===== config.mk =====
export PLATFORM = sky130hd
export DESIGN_NAME = pmu_pgc_multi
export DESIGN_NICKNAME = d
export VERILOG_FILES = /design/src/rtl/pmu_pgc_multi.sv
export SDC_FILE = /design/constraint.sdc
export NUM_CORES = 1
export LEC_CHECK = 0
export ABC_CLOCK_PERIOD_IN_PS = 3270
export BUFFER_PORTS_ARGS = -buffer_cell sky130_fd_sc_hd__buf_2
export CORE_MARGIN = 3
export CORE_UTILIZATION = 35
export DETAILED_ROUTE_END_ITERATION = 10
export PLACE_DENSITY = 0.62
export SKIP_CTS_REPAIR_TIMING = 1
export SLEW_MARGIN = 15
export SYNTH_ARGS = -nofsm -noshare
export SYNTH_HDL_FRONTEND = slang
export SYNTH_SLANG_ARGS = --single-unit
export TNS_END_PERCENT = 30

===== constraint.sdc =====
create_clock -name pmu_clk -period 3.27 [get_ports pmu_clk]
set_input_delay 0.327 -clock pmu_clk [delete_from_list [all_inputs] [get_ports pmu_clk]]
set_output_delay 0.327 -clock pmu_clk [all_outputs]
set_load 0.02 [all_outputs]

===== src/rtl/pmu_pgc_multi.sv =====
// -----------------------------------------------------------------------------
// pmu_pgc_multi
//   Low-power controller for a single CPU core. It sits between the CPU
//   low-power mode request (biu_pad_lpmd_b) and the core clock-gate, isolation,
//   power-switch and reset controls. It has NUM_WAKE maskable wake sources,
//   each with a sticky pending bit. The power-gating sequence has a
//   programmable per-step delay. A wake that arrives before the power switch
//   acknowledges power-off aborts the power-down sequence.
//
// Ports
//   pmu_clk, pad_cpu_rst_b    clock and asynchronous active-low reset
//   apb_pmu_*                 APB slave, zero wait state
//   pmu_apb_prdata            combinational read data
//   biu_pad_lpmd_b            low-power request: 11 run, 10 doze, 01 wait,
//                             00 stop
//   wake_src                  level wake requests; a rising edge is captured
//   corec_pmu_sleep_out       power-switch acknowledge (1 = core off)
//   gate_en0 / gate_en1       core clock enable / bus clock enable
//   pmu_corec_sleep_in        power-off request to the switch
//   pmu_corec_isolation       core output isolation
//   pg_reset_b                core reset, active low
//   pmu_wake_irq              |(pend & wake_en)
//
// Register map
//   0x0 CTRL  RW    [NUM_WAKE-1:0] wake_en, [31] pg_en
//   0x4 STEP  RW    [DLY_W-1:0] step_dly
//   0x8 PEND  RW1C  [NUM_WAKE-1:0]
//   0xC STAT  RO    {24'b0, pg_state, 1'b0, lp_state}
// -----------------------------------------------------------------------------
module pmu_pgc_multi #(
  parameter int NUM_WAKE = 4,
  parameter int DLY_W    = 8
) (
  input  logic                pmu_clk,
  input  logic                pad_cpu_rst_b,
  input  logic                apb_pmu_psel,
  input  logic                apb_pmu_penable,
  input  logic                apb_pmu_pwrite,
  input  logic [11:0]         apb_pmu_paddr,
  input  logic [31:0]         apb_pmu_pwdata,
  output logic [31:0]         pmu_apb_prdata,
  input  logic [1:0]          biu_pad_lpmd_b,
  input  logic [NUM_WAKE-1:0] wake_src,
  input  logic                corec_pmu_sleep_out,
  output logic                gate_en0,
  output logic                gate_en1,
  output logic                pmu_corec_sleep_in,
  output logic                pmu_corec_isolation,
  output logic                pg_reset_b,
  output logic                pmu_wake_irq
);

  localparam logic [11:0] ADDR_CTRL = 12'h000;
  localparam logic [11:0] ADDR_STEP = 12'h004;
  localparam logic [11:0] ADDR_PEND = 12'h008;
  localparam logic [11:0] ADDR_STAT = 12'h00C;

  localparam logic [DLY_W-1:0] DLY_ZERO = {DLY_W{1'b0}};
  localparam logic [DLY_W-1:0] DLY_ONE  = DLY_W'(32'd1);

  typedef enum logic [2:0] {
    LP_IDLE  = 3'd0,
    LP_DOZE  = 3'd1,
    LP_WAIT  = 3'd2,
    LP_STOP  = 3'd3,
    LP_AWAKE = 3'd4
  } lp_t;

  typedef enum logic [3:0] {
    PG_IDLE   = 4'd0,
    PG_RSTON  = 4'd1,
    PG_ISOON  = 4'd2,
    PG_OFFREQ = 4'd3,
    PG_OFF    = 4'd4,
    PG_ON     = 4'd5,
    PG_ISOOFF = 4'd6,
    PG_RSTOFF = 4'd7
  } pg_t;

  // Steps whose duration is set by the step-delay counter.
  function automatic logic is_timed(input pg_t st);
    logic res;
    case (st)
      PG_RSTON, PG_ISOON, PG_ISOOFF, PG_RSTOFF: res = 1'b1;
      default:                                  res = 1'b0;
    endcase
    return res;
  endfunction

  lp_t                 lp_state;
  lp_t                 lp_next;
  pg_t                 pg_state;
  pg_t                 pg_next;
  logic [NUM_WAKE-1:0] wake_en;
  logic                pg_en;
  logic [DLY_W-1:0]    step_dly;
  logic [NUM_WAKE-1:0] pend;
  logic [NUM_WAKE-1:0] wake_q;
  logic [DLY_W-1:0]    dly_cnt;
  logic [DLY_W-1:0]    dly_next;

  logic                wr_en;
  logic                lp_active;
  logic [NUM_WAKE-1:0] wake_rise;
  logic [NUM_WAKE-1:0] pend_set;
  logic [NUM_WAKE-1:0] pend_clr;
  logic [NUM_WAKE-1:0] pend_next;
  logic                wakeup;
  logic                dly_done;
  logic [31:0]         rdata;
  logic                unused_bits;

  assign wr_en     = apb_pmu_psel & apb_pmu_penable & apb_pmu_pwrite;
  assign lp_active = (biu_pad_lpmd_b != 2'b11);
  assign wake_rise = wake_src & ~wake_q;
  // Edges are only latched while the CPU is asking for a low-power mode.
  assign pend_set  = lp_active ? wake_rise : {NUM_WAKE{1'b0}};
  assign pend_clr  = (wr_en && (apb_pmu_paddr == ADDR_PEND)) ?
                     apb_pmu_pwdata[NUM_WAKE-1:0] : {NUM_WAKE{1'b0}};
  // A new edge wins over a same-cycle write-one-to-clear.
  assign pend_next = (pend & ~pend_clr) | pend_set;
  assign wakeup    = |(pend & wake_en);
  assign dly_done  = (dly_cnt == DLY_ZERO);

  // Write-data bits with no register behind them.
  assign unused_bits = ^apb_pmu_pwdata;

  // Configuration registers written from APB.
  always_ff @(posedge pmu_clk or negedge pad_cpu_rst_b) begin
    if (!pad_cpu_rst_b) begin
      wake_en  <= {NUM_WAKE{1'b0}};
      pg_en    <= 1'b0;
      step_dly <= DLY_ZERO;
    end else begin
      if (wr_en && (apb_pmu_paddr == ADDR_CTRL)) begin
        wake_en <= apb_pmu_pwdata[NUM_WAKE-1:0];
        pg_en   <= apb_pmu_pwdata[31];
      end
      if (wr_en && (apb_pmu_paddr == ADDR_STEP)) begin
        step_dly <= apb_pmu_pwdata[DLY_W-1:0];
      end
    end
  end

  // Wake edge detector and sticky pending bits.
  always_ff @(posedge pmu_clk or negedge pad_cpu_rst_b) begin
    if (!pad_cpu_rst_b) begin
      wake_q <= {NUM_WAKE{1'b0}};
      pend   <= {NUM_WAKE{1'b0}};
    end else begin
      wake_q <= wake_src;
      pend   <= pend_next;
    end
  end

  // State registers for both FSMs and the step-delay counter.
  always_ff @(posedge pmu_clk or negedge pad_cpu_rst_b) begin
    if (!pad_cpu_rst_b) begin
      lp_state <= LP_IDLE;
      pg_state <= PG_IDLE;
      dly_cnt  <= DLY_ZERO;
    end else begin
      lp_state <= lp_next;
      pg_state <= pg_next;
      dly_cnt  <= dly_next;
    end
  end

  // Low-power mode FSM next-state logic.
  always_comb begin
    lp_next = lp_state;
    case (lp_state)
      LP_IDLE: begin
        case (biu_pad_lpmd_b)
          2'b10:   lp_next = LP_DOZE;
          2'b01:   lp_next = LP_WAIT;
          // Stop without power gating enabled is treated as doze.
          2'b00:   lp_next = pg_en ? LP_STOP : LP_DOZE;
          default: lp_next = LP_IDLE;
        endcase
      end
      LP_DOZE, LP_WAIT: begin
        if (wakeup) begin
          lp_next = LP_AWAKE;
        end else begin
          lp_next = lp_state;
        end
      end
      LP_STOP: begin
        // Leave stop together with the final power-gating step.
        if ((pg_state == PG_RSTOFF) && dly_done) begin
          lp_next = LP_AWAKE;
        end else begin
          lp_next = LP_STOP;
        end
      end
      LP_AWAKE: begin
        if (biu_pad_lpmd_b == 2'b11) begin
          lp_next = LP_IDLE;
        end else begin
          lp_next = LP_AWAKE;
        end
      end
      default: lp_next = LP_IDLE;
    endcase
  end

  // Power-gating FSM next-state logic.
  always_comb begin
    pg_next = pg_state;
    case (pg_state)
      PG_IDLE: begin
        if (lp_state == LP_STOP) begin
          pg_next = PG_RSTON;
        end else begin
          pg_next = PG_IDLE;
        end
      end
      PG_RSTON: begin
        if (wakeup) begin
          pg_next = PG_ISOOFF;
        end else if (dly_done) begin
          pg_next = PG_ISOON;
        end else begin
          pg_next = PG_RSTON;
        end
      end
      PG_ISOON: begin
        if (wakeup) begin
          pg_next = PG_ISOOFF;
        end else if (dly_done) begin
          pg_next = PG_OFFREQ;
        end else begin
          pg_next = PG_ISOON;
        end
      end
      PG_OFFREQ: begin
        // Once the switch acknowledges, the wake has to go through OFF/ON.
        if (corec_pmu_sleep_out) begin
          pg_next = PG_OFF;
        end else if (wakeup) begin
          pg_next = PG_ISOOFF;
        end else begin
          pg_next = PG_OFFREQ;
        end
      end
      PG_OFF: begin
        if (wakeup) begin
          pg_next = PG_ON;
        end else begin
          pg_next = PG_OFF;
        end
      end
      PG_ON: begin
        if (!corec_pmu_sleep_out) begin
          pg_next = PG_ISOOFF;
        end else begin
          pg_next = PG_ON;
        end
      end
      PG_ISOOFF: begin
        if (dly_done) begin
          pg_next = PG_RSTOFF;
        end else begin
          pg_next = PG_ISOOFF;
        end
      end
      PG_RSTOFF: begin
        if (dly_done) begin
          pg_next = PG_IDLE;
        end else begin
          pg_next = PG_RSTOFF;
        end
      end
      default: pg_next = PG_IDLE;
    endcase
  end

  // Step-delay counter: loads step_dly on entry to a timed step, then counts
  // down to zero, so each timed step lasts step_dly+1 cycles.
  always_comb begin
    dly_next = dly_cnt;
    if ((pg_next != pg_state) && is_timed(pg_next)) begin
      dly_next = step_dly;
    end else if (!dly_done) begin
      dly_next = dly_cnt - DLY_ONE;
    end else begin
      dly_next = dly_cnt;
    end
  end

  // APB read mux; drives zero outside read accesses and for unmapped addresses.
  always_comb begin
    rdata = 32'd0;
    if (apb_pmu_psel && !apb_pmu_pwrite) begin
      case (apb_pmu_paddr)
        ADDR_CTRL: begin
          rdata[NUM_WAKE-1:0] = wake_en;
          rdata[31]           = pg_en;
        end
        ADDR_STEP: rdata[DLY_W-1:0]    = step_dly;
        ADDR_PEND: rdata[NUM_WAKE-1:0] = pend;
        ADDR_STAT: begin
          rdata[7:4] = pg_state;
          rdata[2:0] = lp_state;
        end
        default: rdata = 32'd0;
      endcase
    end else begin
      rdata = 32'd0;
    end
  end

  assign pmu_apb_prdata      = rdata;
  assign gate_en0            = (lp_state == LP_IDLE) || (lp_state == LP_AWAKE);
  assign gate_en1            = (lp_state == LP_IDLE) || (lp_state == LP_AWAKE) ||
                               (lp_state == LP_WAIT);
  assign pmu_corec_sleep_in  = (pg_state == PG_OFFREQ) || (pg_state == PG_OFF);
  assign pmu_corec_isolation = (pg_state == PG_ISOON) || (pg_state == PG_OFFREQ) ||
                               (pg_state == PG_OFF) || (pg_state == PG_ON) ||
                               (pg_state == PG_ISOOFF);
  // The reset pad is combined directly so the core stays in reset while the pad is low.
  assign pg_reset_b          = pad_cpu_rst_b & (pg_state == PG_IDLE);
  assign pmu_wake_irq        = wakeup;

endmodule


* After elaboration in Yosys (flattened, before gate mapping)
Cells that the tools add are included.
Word-level totals: register bits 36, bits of input ports 56, word-level logic and storage cells 93, output and inout port bits 38
Operators by class: add/sub/neg operators 1, muxes and demuxes 28, bitwise gates (word level) 9, reduce and logical (&&, ||, !) cells 22, equal/unequal tests 25
Operator list (count):
- 32-bit 2-to-1 mux | 1
- 4-bit one-hot mux with 8 select lines | 1
- 12-bit by 4-bit equality test with 1-bit output, second input constant | 2
- 4-bit by 3-bit equality test with 1-bit output, second input constant | 6
- 3-bit 2-to-1 mux | 8
- 3-bit one-hot mux with 4 select lines | 2
- 8-bit 2-to-1 mux | 2
- 4-bit AND | 3
- 12-bit by 3-bit equality test with 1-bit output, second input constant | 1
- 4-bit by 2-bit equality test with 1-bit output, second input constant | 3
- 12-bit zero test | 1
- 4-bit by 1-bit equality test with 1-bit output, second input constant | 2
- 8-bit zero test | 1
- 4-bit 2-to-1 mux | 2
- 4-bit NOT | 2
- 4-bit one-hot mux with 2 select lines | 1
- 4-bit OR reduction | 2
- 8-bit by 1-bit subtractor with 8-bit output, second input constant | 1
- 1-bit logical OR | 7
- 3-bit by 2-bit equality test with 1-bit output, second input constant | 2
- 1-bit logical AND | 6
- 1-bit 2-to-1 mux | 6
- 2-bit 2-to-1 mux | 3
- 2-bit one-hot mux with 3 select lines | 1
- 15 further kinds | 19

* Longest topological paths before layout
Gate-level depths: netlist of the first run.
word-level depth 10, depth in mapped cells 9, mapped depth without buffers 9

* Least setup slack after synthesis of the first run
Ideal clock, no wire load.
path type register to register, start register dly_cnt[0], end register dly_cnt[0], data required time 3145 ps, stages on the path, launching flop included 10, buffers on the path 0, path slack 708 ps, data arrival time 2437 ps, library setup time 125 ps, clock period less this slack 2562 ps, path through dfrtp_1 > inv_1 > ha_1 > nor3b_2 > a21oi_2 > or4_4 > a31oi_4 > a21oi_2 > o211ai_4 > mux2_4
On the way: longest elaborated chain between the ends 9, elaborated cells between the ends (all ways) 20, those cells by class add/sub: 1; eq/ne: 6; mux: 10; reduce/logical: 3
Ends and longest elaborated chain:
- start, declared | RTL line 99 | logic [DLY_W-1:0] dly_cnt;
- start signal, assigned | RTL line 165 | dly_cnt <= dly_next;
- 8-bit zero test | RTL line 123 | assign dly_done = (dly_cnt == DLY_ZERO);
- 1-bit 2-to-1 mux / 2-bit 2-to-1 mux (equally long branches) | RTL line 231, 262, 222
- 3-bit 2-to-1 mux (on tied branches) | RTL line 229, 220
- 4-bit one-hot mux with 8 select lines | RTL line 211 | case (pg_state)
- 4-bit by 1-bit equality test with 1-bit output, or another cell as far along | RTL line 83 | case (st)
- 4-bit OR reduction | RTL line 83
- 1-bit 2-to-1 mux | RTL line 83
- 1-bit logical AND | RTL line 283 | if ((pg_next != pg_state) && is_timed(pg_next)) begin
- 2-bit by 1-bit inequality test with 1-bit output (no line) / 8-bit 2-to-1 mux (equally long branches)
Parallel ways exist; a longest one is shown, timed or not. The select of a mux whose other input is x is not followed. A chain may end at the register's enable or synchronous reset.

* Worst setup path in the final report of the first run
start register dly_cnt[0], end register dly_cnt[4]
Same word-level chain as after synthesis.

==> flow_metrics.tcl, run 1 <==
set metrics [dict create \
    worstReg2RegEnd "dly_cnt[4]" \
    rows 29 \
    overflow 0 \
    cp-end-kind "flip-flop" \
    port_buffers 47 \
    fin_nets 345 \
    fmax_ghz 0.354 \
    gp_congestion 0.797 \
    grt_max_degree 36 \
    startpoint "dly_cnt[0]" \
    hp-class "primary input to async pin" \
    synth_area_leaders "dfrtp_1, buf_4, mux2_2" \
    worst-r2r-setup-slack_ns 0.45 \
    ys_warn_count 0 \
    areaGrowthSynthToFinish_pct 13.8 \
    die_area_mm2 0.00788 \
    dp_slack_ns 0.456 \
    synth.most_common_cell "dfrtp_1" \
    wirelength_um 5100 \
    peakVddDrop_uv 311 \
    ios 94 \
    drv_cap 0 \
    clockRootBuffer "clkbuf_8" \
    cts_max_level 2 \
    cp.depth 9 \
    hold_viol_final 0 \
    outcome "finished clean" \
    worstPathArrival_ns 3.00 \
    drt_first_pass_iters 4 \
    grt_pass1_vias 1744 \
    period_minus_slack_ns 2.82 \
    grtUsageTotal 0.138 \
    synthesis.area_mm2 0.00240 \
    grt_pass1_wl_um 8380 \
    antenna_found_initial 0 \
    multiInputGateArea_mm2 0.00133 \
    cp.required_ns 3.44 \
    clockBufferDepth 2 \
    critical_path_class "flip-flop to flip-flop" \
    num_vias 1843 \
    path_delay_family "simple AND/OR/NAND/NOR gates" \
    p_leak_nw 1.33 \
    dpl.hpwl_um 3910 \
    worst_slack_ns 0.447 \
    crit_chain "inv_1 > ha_1 > nor3b_2 > a21oi_2 > or4_4 > a31oi_4 > a21oi_2 > o211ai_4 > mux2_4" \
    seq_area_um2 876 \
    async_reset_ff_frac 1.00 \
    syn_area_per_cell_um2 10.2 \
    cp_slowest_stage_delay_ns 0.54 \
    cp_max_fo 8 \
    drive_gt1_frac 0.349 \
    fin_crit_sh 0.863 \
    routed_via_density 5.11 \
    fill_cells 631 \
    ys_top_cells_by_count "dfrtp_1, buf_4, nor2_1, mux2_2, nand2_1" \
    setup.worst_path.end "dly_cnt[4]" \
    synth_edf_count 0 \
    synth_flop_cell "dfrtp_1" \
    r2r.worst_path.cells 9 \
    ant_nets 0 \
    clock_skew_ns 0.00397 \
    slew_headroom 0.579 \
    synth_top_cell_area_share 0.365 \
    cts_buffers 5 \
    setup_tns_ns 0 \
    drc 0 \
    n_antenna_cell 0 \
    start_util 0.369 \
    worstMarginPinSlew_ns 0.615 \
    crit_top_cell "a21oi_2" \
    core_region_area_mm2 0.00649 \
    clk_latency_ns 0.28 \
    setup_viol 0 \
    yosys.area.top_type "dfrtp_1" \
    drt_iter0_drc 86 \
    die_w_um 88.8 \
    synthCells 235 \
    path_buf_inv 1 \
    drv_slew 0 \
    clkSinkCount 35 \
    cts_tree "built" \
    synth_seq_cells 35 \
    yosys.cell_types.count 53 \
    crit_slowest_cell "or4_4" \
    die_y_um 88.8 \
    wl_per_cell_um 14.1 \
    rsz0062_at_grt "no" \
    regToRegStartpoint "dly_cnt[0]" \
    start_kind "flip-flop" \
    path_clk_slew_ns 0.07 \
    synth_seq_area_share 0.365 \
    p_per_area_mw_per_mm2 735 \
    fin_util 0.420 \
]
-- power by group --
| group | switching [W] | leakage (nW) | internal [W] |
|---|---|---|---|
| clock | 0.000160 | 0.0612 | 0.000247 |
| sequential | 0.000117 | 0.442 | 0.000506 |
| combinational | 0.000502 | 0.827 | 0.000475 |
-- metrics by stage --
stage	area, µm²	hold slack [ns]	cells	total power (W)
after CTS	2730	0.148	361	0.00202
after floorplan	2480	0.0314	257	0.00144
after global routing	2730	0.153	361	0.00216
final	2730	0.159	361	0.00201
after detailed placement	2610	0.455	353	0.00161
after global placement	2610	0.453	353	0.00160
-- registers in the layout (all words and copies together), names as in the netlist --
name and flops:
dly_cnt 8, pg_en 1, pg_state 3, lp_state 3
pend 4, step_dly 8, wake_en 4, wake_q 4
-- logic make-up (layout without fill, tap and decap cells) --
| kind of cell | Yosys count | in the layout | share of synthesized area |
|---|---|---|---|
| other cells | 1 | 23 | 0.00156 |
| flops | 35 | 35 | 0.365 |
| mux | 29 | 29 | 0.161 |
| xor+xnor | 3 | 3 | 0.0110 |
| buf+inv | 44 | 71 | 0.115 |
| simple gates | 71 | 71 | 0.168 |
| compound gates | 46 | 46 | 0.148 |
| fa+ha+maj | 6 | 6 | 0.0313 |
-- layout make-up --
cell class / instances / area share
Tap cell: 77 / 0.0353
Multi-Input combinational cell: 178 / 0.487
Sequential cell: 35 / 0.321
Clock inverter: 2 / 0.0128
Clock buffer: 6 / 0.0303
Timing Repair Buffer: 51 / 0.0972
Inverter: 12 / 0.0165
-- cells in the final DEF (no fill, tap or decap), drive strengths merged, types with 2 or more instances in the layout --
cell      n
a2111oi   2
and3      2
conb     23
nor2b     6
nor3      6
nor4      3
ha        6
nand2    13
or3       5
a31oi     4
a21o      2
nand3     7
mux2     22
clkbuf    6
a211oi    4
mux2i     4
mux4      3
or4       2
a22o      2
o31ai     2
o21ai    12
dfrtp    35
xnor2     2
nor3b     3
inv      12
a21oi     7
a22oi     2
nor2     18
nor4b     3
buf      51
a32o      4
-- layer usage --
layer / up-vias / GRT usage / part of all wire
met5: - / 0 / 0
met4: 0 / 0.0357 / 0.011
met3: 6 / 0.0326 / 0.053
met2: 72 / 0.223 / 0.47
met1: 869 / 0.185 / 0.46
li1: 896 / - / -
-- worst min-delay path by stage --
stage | from | endpoint | cells past startpoint
2_1_floorplan | pad_cpu_rst_b | dly_cnt[0] | 0
3_3_place_gp | wake_src[3] | wake_q[3] | 1
3_5_place_dp | wake_src[3] | wake_q[3] | 1
4_1_cts | pad_cpu_rst_b | step_dly[1] | 2
5_1_grt | wake_src[2] | wake_q[2] | 1
6_report | pad_cpu_rst_b | wake_q[0] | 2
-- worst reg2reg max path, stage by stage (launching register included) --
cell and delay [ns]:
dfrtp_1 0.41, inv_1 0.11, ha_1 0.19, nor3b_2 0.30, a21oi_2 0.11, or4_4 0.54
a31oi_4 0.20, a21oi_2 0.09, o211ai_4 0.42, mux2_4 0.35
No activity file was read; power rests on OpenSTA's default activity.
==> run 2, diff against run 1 <==
--- a/config.mk
+++ b/config.mk
@@ -6,10 +6,11 @@
 export NUM_CORES = 1
 export LEC_CHECK = 0
 export ABC_CLOCK_PERIOD_IN_PS = 3270
-export BUFFER_PORTS_ARGS = -buffer_cell sky130_fd_sc_hd__buf_2
+export BUFFER_PORTS_ARGS = -buffer_cell sky130_fd_sc_hd__buf_4
 export CORE_MARGIN = 3
 export CORE_UTILIZATION = 35
 export DETAILED_ROUTE_END_ITERATION = 10
+export MAX_ROUTING_LAYER = met4
 export PLACE_DENSITY = 0.62
 export SKIP_CTS_REPAIR_TIMING = 1
 export SLEW_MARGIN = 15
==> flow_metrics.tcl, run 2 (same netlist as run 1, synthesis figures left out) <==
set metrics [dict create \
    drt_first_pass_iters 4 \
    gp_congestion 0.801 \
    wirelength_um 5250 \
    layout_commonest_cell "buf_4" \
    worst_slack_ns 0.461 \
    cp-end-kind "flip-flop" \
    wl_per_cell_um 14.6 \
    drv_slew 0 \
    holdWs_ns -0.0103 \
    grt_pass1_wl_um 8810 \
    p_leak_nw 1.36 \
    grt_max_degree 37 \
    worstPathArrival_ns 2.99 \
    num_vias 1851 \
    cp_slowest_stage_delay_ns 0.54 \
    cp.required_ns 3.45 \
    outcome "complete, but fails checks" \
    dpl.hpwl_um 3980 \
    clkSinkCount 35 \
    fin_util 0.437 \
    power_switching_w 0.000789 \
    setup_viol 0 \
    areaGrowthSynthToFinish_pct 18.5 \
    violations "negative hold slack" \
    dp_slack_ns 0.440 \
    swShare 0.389 \
    hold_viol_final 17 \
    clock_skew_ns 0.00749 \
    startpoint "dly_cnt[0]" \
    die_w_um 88.8 \
    drt_iter0_drc 97 \
    fin_crit_sh 0.859 \
    grt_pass1_vias 1786 \
    peakVddDrop_uv 353 \
    drc 0 \
    path_clk_slew_ns 0.08 \
    die_area_mm2 0.00788 \
    core_region_area_mm2 0.00649 \
    critical_path_class "flip-flop to flip-flop" \
    crit_slowest_cell "or4_4" \
    p_int_w 0.00124 \
    grtUsageTotal 0.149 \
    rows 29 \
    drv_cap 0 \
    final_cell_mix "buf_4, dfrtp_1, conb_1, nor2_1, mux2_2" \
    drive_gt1_frac 0.349 \
    crit_chain "inv_1 > ha_1 > nor3b_2 > a21oi_2 > or4_4 > a31oi_4 > a21oi_2 > o211ai_4 > mux2_4" \
    overflow 0 \
    antenna_found_initial 0 \
    worst-r2r-setup-slack_ns 0.46 \
    r2r.worst_path.cells 9 \
    n_antenna_cell 0 \
    ant_nets 0 \
    cts_max_level 2 \
    period_minus_slack_ns 2.81 \
    cts_tree "built" \
    power_frac_comb 0.508 \
    rsz0062_at_grt "no" \
    fin_nets 345 \
    largestRegisters "dly_cnt: 8 flops, step_dly: 8 flops" \
    p_per_area_mw_per_mm2 715 \
    fmax_ghz 0.356 \
    setup_tns_ns 0 \
    crit_top_cell "a21oi_2" \
    clockBufferDepth 2 \
    cts_buffers 5 \
    port_buffers 47 \
    ios 94 \
    hp-class "primary input to async pin" \
    start_kind "flip-flop" \
    start_util 0.369 \
    clkPwrFrac 0.193 \
    slew_headroom 0.597 \
    worstMarginPinSlew_ns 0.589 \
    regToRegStartpoint "dly_cnt[0]" \
    clk_latency_ns 0.29 \
    worstReg2RegEnd "dly_cnt[4]" \
    cp_max_fo 8 \
    clockRootBuffer "clkbuf_8" \
    die_y_um 88.8 \
    routed_via_density 5.13 \
    power_frac_seq 0.299 \
]
[run 2: worst max-delay path by stage]
stage | endpoint
final | dly_cnt[4]
after global placement | dly_cnt[5]
after global routing | dly_cnt[4]
after CTS | dly_cnt[4]
after detailed placement | dly_cnt[4]
after floorplan | dly_cnt[0]
[run 2: area by class of cell]
| type | count | area (µm²) |
|---|---|---|
| timing repair buffer | 51 | 383 |
| tap | 77 | 96.3 |
| sequential | 35 | 876 |
| multi-input combinational | 178 | 1330 |
| clock buffer | 5 | 68.8 |
| clock inverter | 3 | 43.8 |
| fill | 638 | 3650 |
| inverter | 12 | 45.0 |
[run 2: power groups by stage]
stage | sequential, W | combinational (W) | clock (W)
6_report | 0.000607 | 0.00103 | 0.000393
3_3_place_gp | 0.000616 | 0.00102 | 0
4_1_cts | 0.000608 | 0.00104 | 0.000407
2_1_floorplan | 0.000578 | 0.000862 | 0
5_1_grt | 0.000623 | 0.00115 | 0.000423
3_5_place_dp | 0.000616 | 0.00104 | 0
[run 2: per-layer routing]
layer | up-vias | part of all wire | track usage
met5 | - | 0 | -
met2 | 56 | 0.48 | 0.233
met1 | 890 | 0.45 | 0.195
met3 | 10 | 0.049 | 0.0289
li1 | 895 | - | -
met4 | 0 | 0.019 | 0.0481
[run 2: critical path, delay by kind of cell, from the launching register on]
family / cells / cell delay (ns)
compound gates: 4 / 0.80
flops: 1 / 0.41
buf+inv: 1 / 0.11
fa+ha+maj: 1 / 0.19
simple gates: 2 / 0.85
mux: 1 / 0.34
[run 2: metrics by stage]
stage / cells / hold WS [ns] / instance area [µm²] / power (W)
finish: 361 / -0.0103 / 2840 / 0.00203
floorplan: 257 / 0.0314 / 2480 / 0.00144
CTS: 361 / 0.000270 / 2840 / 0.00206
global route: 361 / 0.0109 / 2840 / 0.00220
detailed placement: 353 / 0.320 / 2730 / 0.00165
global placement: 353 / 0.318 / 2730 / 0.00164
==> run 3, diff against run 2 <==
--- a/config.mk
+++ b/config.mk
@@ -12,6 +12,8 @@
 export DETAILED_ROUTE_END_ITERATION = 10
 export MAX_ROUTING_LAYER = met4
 export PLACE_DENSITY = 0.62
+export REMOVE_ABC_BUFFERS = 1
+export SETUP_SLACK_MARGIN = 0.2
 export SKIP_CTS_REPAIR_TIMING = 1
 export SLEW_MARGIN = 15
 export SYNTH_ARGS = -nofsm -noshare
==> flow_metrics.tcl, run 3 (same netlist as run 1, synthesis figures left out) <==
set metrics [dict create \
    grt_max_degree 37 \
    port_buffers 47 \
    worst_slack_ns 0.471 \
    clockBufferDepth 2 \
    grt_pass1_wl_um 8770 \
    die_w_um 88.8 \
    clkSinkCount 35 \
    final_cell_mix "buf_4, dfrtp_1, conb_1, nor2_1, mux2_2" \
    period_minus_slack_ns 2.80 \
    areaGrowthSynthToFinish_pct 17.5 \
    worstMarginPinSlew_ns 0.676 \
    setup_tns_ns 0 \
    cp_max_fo 8 \
    wl_per_cell_um 15.0 \
    startpoint "pend[2]" \
    layout_commonest_cell "buf_4" \
    drt_first_pass_iters 4 \
    cts_max_level 2 \
    fin_nets 345 \
    slew_headroom 0.537 \
    rows 29 \
    num_vias 1825 \
    core_region_area_mm2 0.00649 \
    p_per_area_mw_per_mm2 691 \
    routed_via_density 5.06 \
    n_antenna_cell 0 \
    clockRootBuffer "clkbuf_8" \
    ant_nets 0 \
    grt_pass1_vias 1768 \
    path_clk_slew_ns 0.07 \
    hold_viol_final 0 \
    drive_gt1_frac 0.342 \
    overflow 0 \
    fill_cells 641 \
    dp_slack_ns 0.459 \
    rsz0062_at_grt "no" \
    clock_skew_ns 0.00893 \
    crit_slowest_cell "a2111oi_0" \
    critical_path_class "flip-flop to flip-flop" \
    die_area_mm2 0.00788 \
    ios 94 \
    drv_cap 0 \
    worstPathArrival_ns 2.98 \
    regToRegStartpoint "pend[2]" \
    fmax_ghz 0.357 \
    drc 0 \
    crit_chain "a22o_1 > a2111oi_0 > o21ai_0 > or3_2 > o211ai_4 > mux2_4" \
    outcome "finished clean" \
    cp-end-kind "flip-flop" \
    clk_latency_ns 0.29 \
    wirelength_um 5400 \
    drv_slew 0 \
    grtUsageTotal 0.150 \
    hp-class "primary input to flip-flop" \
    die_y_um 88.8 \
    peakVddDrop_uv 254 \
    start_util 0.369 \
    cts_tree "built" \
    antenna_found_initial 0 \
    cp.required_ns 3.45 \
    dpl.hpwl_um 4130 \
    setup_viol 0 \
    p_leak_nw 1.34 \
    drt_iter0_drc 99 \
    largestRegisters "dly_cnt: 8 flops, step_dly: 8 flops" \
    cp_slowest_stage_delay_ns 0.64 \
    cts_buffers 5 \
    start_kind "flip-flop" \
    fin_crit_sh 0.856 \
    min-delay-start "wake_src[1]" \
    gp_congestion 0.802 \
]
## run 3: layout make-up
class / count / area [µm²] / share of cell area
Timing Repair Buffer: 51 / 385 / 0.137
Sequential cell: 35 / 876 / 0.311
Multi-Input combinational cell: 178 / 1330 / 0.472
Clock inverter: 2 / 12.5 / 0.00444
Tap cell: 77 / 96.3 / 0.0342
Inverter: 12 / 45.0 / 0.0160
Clock buffer: 6 / 72.6 / 0.0258
## run 3: per-stage QoR
stage	instance area (µm²)	cells	total power, W	hold slack (ns)	util
floorplan	2250	225	0.00138	0.0314	-
global placement	2720	352	0.00163	0.315	0.419
detailed placement	2720	352	0.00165	0.321	0.419
CTS	2810	360	0.00197	0.000171	0.432
global route	2820	361	0.00210	0.140	0.434
finish	2820	361	0.00195	0.151	0.434
## run 3: power by group
part / internal, W / switching [W] / leakage [nW] / total (W)
clock network: 0.000149 / 0.000160 / 0.0412 / 0.000309
registers: 0.000506 / 0.000125 / 0.442 / 0.000631
logic: 0.000504 / 0.000502 / 0.854 / 0.00101
total: 0.00116 / 0.000787 / 1.34 / 0.00195
## run 3: per-layer routing
metal  routed length [µm]  GRT usage
met5                    0          -
met4                   68     0.0618
met3                  191     0.0289
met2                 2710      0.246
met1                 2430      0.182
## run 3: path summary, 6_finish.rpt
kind	end	slack [ns]	cells past startpoint
hold / removal	wake_q[1]	0.15	1
max in group asynchronous	pend[2]	2.40	2
setup reg to reg	dly_cnt[1]	0.47	6
hold reg to reg	dly_cnt[2]	0.53	1
setup / recovery	dly_cnt[1]	0.47	6
min in group asynchronous	dly_cnt[6]	0.52	2
## run 3: worst max-delay path: cells and delay by family, from the launching register on
family             cells  cell delay, ns
and+or+nand+nor        1            0.49
muxes                  1            0.34
AOI/OAI and AO/OA      4            1.44
DFF                    1            0.41
